File: src/rtl/jtframe_romrq_cache.sv
// Multi-way, round-robin ROM request cache between a core-side ROM reader and the SDRAM controller.
// A miss raises req with a frozen word address; the returned word fills the next round-robin way.
module jtframe_romrq_cache #(
    parameter int AW        = 18,
    parameter int DW        = 8,
    parameter int WAYS      = 4,
    parameter int INVERT_A0 = 0
) (
    input  logic          clk,
    input  logic          rst,
    input  logic          cen,
    input  logic [AW-1:0] addr,
    input  logic          addr_ok,
    input  logic          flush,
    input  logic [31:0]   din,
    input  logic          we,
    output logic          req,
    output logic [AW-1:0] addr_req,
    output logic [DW-1:0] dout,
    output logic          data_ok
);
    localparam int LANES = 32 / DW;
    localparam int LW    = LANES > 1 ? $clog2(LANES) : 1;
    localparam int RW    = $clog2(WAYS);
    localparam logic [AW-1:0] ALIGN_MASK = ~AW'(LANES - 1);

    typedef enum logic {IDLE, WAIT} state_t;

    state_t          state, state_nx;
    logic [WAYS-1:0] valid;
    logic [AW-1:0]   tags  [WAYS];
    logic [31:0]     words [WAYS];
    logic [RW-1:0]   rr;
    logic [AW-1:0]   addr_al;
    logic            hit;
    logic [31:0]     hit_word;
    logic [DW-1:0]   lane_data;
    logic            fill;

    assign addr_al = addr & ALIGN_MASK;
    assign fill    = (state == WAIT) && we;

    // NOTE: every always_comb output gets a default first, so no path can infer a latch.
    always_comb begin
        hit      = 1'b0;
        hit_word = '0;
        for (int w = 0; w < WAYS; w++) begin
            if (valid[w] && tags[w] == addr_al) begin
                hit      = 1'b1;
                hit_word = words[w];
            end
        end
    end

    generate
        if (LANES == 1) begin : g_word
            assign lane_data = hit_word;
        end else begin : g_lane
            logic [LANES-1:0][DW-1:0] lanes;
            logic [LW-1:0]            lane;
            assign lanes     = hit_word;
            assign lane      = addr[LW-1:0] ^ LW'(INVERT_A0 != 0 ? 1 : 0);
            assign lane_data = lanes[lane];
        end
    endgenerate

    always_comb begin
        state_nx = state;
        case (state)
            IDLE:    if (addr_ok && !hit) state_nx = WAIT;
            WAIT:    if (we) state_nx = IDLE;
            default: state_nx = IDLE;
        endcase
    end

    // NOTE: sequential state uses non-blocking assignments; the fill's valid[rr] write
    // comes after the flush clear, so the newly filled way survives a coincident flush.
    always_ff @(posedge clk) begin
        if (rst) begin
            state    <= IDLE;
            req      <= 1'b0;
            addr_req <= '0;
            valid    <= '0;
            rr       <= '0;
            dout     <= '0;
            data_ok  <= 1'b0;
        end else if (cen) begin
            state <= state_nx;
            req   <= state_nx == WAIT;
            if (state == IDLE && state_nx == WAIT) addr_req <= addr_al;
            if (flush) valid <= '0;
            if (fill) begin
                valid[rr] <= 1'b1;
                rr        <= (rr == RW'(WAYS - 1)) ? '0 : rr + 1'b1;
            end
            if (addr_ok && hit) begin
                dout    <= lane_data;
                data_ok <= 1'b1;
            end else begin
                data_ok <= 1'b0;
            end
        end
    end

    // NOTE: tag/data storage is not reset; the valid bits alone decide whether an entry is usable.
    always_ff @(posedge clk) begin
        if (!rst && cen && fill) begin
            tags[rr]  <= addr_req;
            words[rr] <= din;
        end
    end

endmodule
File: config.mk
export PLATFORM = sky130hd
export DESIGN_NAME = jtframe_romrq_cache
export DESIGN_NICKNAME = d
export VERILOG_FILES = /design/src/rtl/jtframe_romrq_cache.sv
export SDC_FILE = /design/constraint.sdc
export NUM_CORES = 1
export LEC_CHECK = 0
export CORE_AREA = 2 2 213 152
export CTS_CLUSTER_SIZE = 14
export DETAILED_ROUTE_END_ITERATION = 7
export DIE_AREA = 0 0 215 154
export DONT_BUFFER_PORTS = 1
export RECOVER_POWER = 25
export SLEW_MARGIN = 30
export SYNTH_ARGS = -nofsm -noshare
export SYNTH_HDL_FRONTEND = slang
export SYNTH_SLANG_ARGS = --single-unit
File: constraint.sdc
create_clock -name clk -period 5 [get_ports clk]
set_clock_uncertainty 0.15 [all_clocks]
set_input_delay 0.75 -clock clk [delete_from_list [all_inputs] [get_ports clk]]
set_output_delay 0.75 -clock clk [all_outputs]
set_load 0.02 [all_outputs]
==> results.sh <==
export IMPL_diodes=0
export IMPL_yosysWarnings=0
export IMPL_syn_inst=637
export IMPL_syn_avg_cell_area_um2=14.4
export IMPL_drtIter0Drc=494
export IMPL_fin_crit_sh_pct=61.0
export IMPL_grt_max_degree=34
export IMPL_cts_tree="built"
export IMPL_setup_tns_ns=0
export IMPL_cts_resized=0
export IMPL_required_ns=5.24
export IMPL_port_buffers=0
export IMPL_power_density_mw_per_mm2=379
export IMPL_synthTopCellsByArea="edfxtp_1, dfxtp_1, xor2_1"
export IMPL_synth_seq_cells=224
export IMPL_vias=5211
export IMPL_holdBufCountCts=0
export IMPL_first_global_vias=5072
export IMPL_fin_crit_ns=3.05
export IMPL_cts_buffers=24
export IMPL_path_clk_slew_ns=0.06
export IMPL_cp_data_arrival_time_ns=3.29
export IMPL_async_flop_share_pct=0
export IMPL_areaGrowthSynthToFinish_pct=12.8
export IMPL_worst_slew_pin_slew_ns=0.869
export IMPL_clock_sinks=224
export IMPL_ios=84
export IMPL_ant_nets=0
export IMPL_stdcell_count=1070
export IMPL_endpoint_kind="flop"
export IMPL_yosys_area_top_type="edfxtp_1"
export IMPL_rsz0062_at_grt="false"
export IMPL_nets=692
export IMPL_drv_slew=0
export IMPL_synth_edff_count=192
export IMPL_num_rows=54
export IMPL_drive_above_1_share_pct=8.92
export IMPL_dp_cells=1026
export IMPL_die_y_um=154
export IMPL_finalHoldViolations=0
export IMPL_cp_start_kind="flop"
export IMPL_dieArea_mm2=0.0331
export IMPL_hold_path_class="in2reg"
export IMPL_clk_path_buf_depth=3
export IMPL_ys_types=52
export IMPL_grt_overflow=0
export IMPL_status="finished, final reports clean"
export IMPL_vias_per_cell=4.87
export IMPL_peakVddDrop_v=0.000161
export IMPL_slew_limit_headroom_pct=42.0
export IMPL_postCtsSetupBuffers=0
export IMPL_max_freq_mhz=328
export IMPL_critPathKind="reg2reg"
export IMPL_grt_use_total_pct=13.9
export IMPL_wire_per_inst_um=21.6
export IMPL_ys_flop_type="edfxtp_1"
export IMPL_hpwlAfterDp_um=15700
export IMPL_gp_congestion=0.850
export IMPL_wirelength_um=23200
export IMPL_synth_top_area_share_pct=62.8
export IMPL_htree_levels=1
export IMPL_finalSetupViolations=0
export IMPL_first_pass_iters=5
export IMPL_die_x_um=215
export IMPL_start_util_pct=29.7
export IMPL_mappedNetlistArea_mm2=0.00919
export IMPL_cp_max_fo=17
export IMPL_cap_violations=0
export IMPL_antenna_found_initial=1
export IMPL_grt_pass1_wl_um=34600
export IMPL_leakage_nw=3.27
export IMPL_route_detailed_drc=0
export IMPL_ys_seq_area_share_pct=69.7
export IMPL_clk_latency_ns=0.51
export IMPL_cts_root_buf="clkbuf_16"
export IMPL_core_area_mm2=0.0309
[per-stage QoR]
stage	total power, W	util (%)	hold WS [ns]	worst slack [ns]	area, um^2
4_1_cts	0.00396	33.5	0.153	1.95	10400
6_report	0.00393	33.5	0.167	1.95	10400
3_5_place_dp	0.00220	30.9	0.320	1.59	9560
3_3_place_gp	0.00220	30.9	0.317	1.58	9560
5_1_grt	0.00404	33.5	0.150	1.69	10400
2_1_floorplan	0.00219	-	0.292	2.09	9190
[cell usage in the layout, fill, tap and decap left out, types with 6 or more instances in the layout]
cell type,netlist,final
edfxtp_1,192,192
nor2_1,45,45
nand2_1,41,41
xor2_1,40,40
mux2i_1,33,33
dfxtp_1,32,32
nor3_1,31,31
clkbuf_16,0,26
xnor2_1,24,24
a221oi_1,23,23
o21ai_0,18,18
nor4_1,14,14
buf_4,4,10
o31ai_1,8,8
o21bai_1,7,7
o22ai_1,7,7
a31oi_1,7,7
o221ai_1,7,7
clkbuf_1,11,7
nand4_1,6,6
[state kept, by name, indices dropped and copies added (netlist names)]
signal / count
data_ok: 1
addr_req: 16
dout: 8
rr: 2
valid: 4
state: 1
tags: 64
words: 128
[where the power goes]
group	switching [W]	internal, W	leakage [nW]
clock	0.000701	0.00107	0.395
sequential	0.0000241	0.00204	1.98
combinational	0.0000565	0.0000403	0.893
[kinds of logic after synthesis]
| logic type | after synthesis | share of synthesized area [%] |
|---|---|---|
| flip-flops | 224 | 69.7 |
| AND/OR/NAND/NOR | 171 | 9.52 |
| AO/OA/AOI/OAI | 95 | 7.60 |
| XOR/XNOR | 64 | 6.10 |
| buffers and inverters | 45 | 2.85 |
| multiplexers | 33 | 3.60 |
| adder cells (fa/ha/maj) | 4 | 0.545 |
| other | 1 | 0.0408 |
[cells in the mapped netlist, drive strengths merged, types with 3 or more instances]
cell type	count
buf	30
a221oi	23
o22ai	7
nand2	41
inv	3
and2	5
nor4	16
nand3	5
o21ai	19
xnor2	24
edfxtp	192
o221ai	7
a21o	4
mux2i	33
a21oi	5
nor2	45
xor2	40
a31oi	8
dfxtp	32
o31ai	8
nor3	32
ha	4
o21bai	7
or4	4
nand3b	3
nand2b	3
nand4	6
clkbuf	12
[worst max-delay path, cell delays in order (launching register included)]
cell	delay (ns)
edfxtp_1	0.38
xor2_1	0.21
nor4_1	0.29
nand2_1	0.11
or4_1	0.89
nand2_1	0.44
nor3_1	0.11
nor3_1	0.24
o31ai_1	0.10
[metal layers]
layer / GRT usage [%] / vias to the layer above / wire (um)
met1: 19.9 / 2597 / 10600
met2: 19.8 / 183 / 9720
met4: 2.86 / 0 / 276
met3: 5.38 / 22 / 2590
li1: - / 2409 / -
met5: 0 / - / 0
[worst paths after layout]
| kind | startpoint | end | slack (ns) | cells past startpoint |
|---|---|---|---|---|
| max reg2reg | tags[3][13] | dout[7] | 1.95 | 8 |
| max | tags[3][13] | dout[7] | 1.95 | 8 |
| min | rst | addr_req[7] | 0.17 | 1 |
| min reg2reg | valid[2] | valid[2] | 0.34 | 1 |
[cell type report]
cell class                 count  area [um^2]
clock buffer                  38          746
tap                          420          526
multi-input combinational    369         2540
fill                        3007        20600
clock inverter                 6         57.6
inverter                       3         11.3
timing repair buffer          10         75.1
sequential                   224         6410
Note: power is estimated with default switching activity, not from simulation.
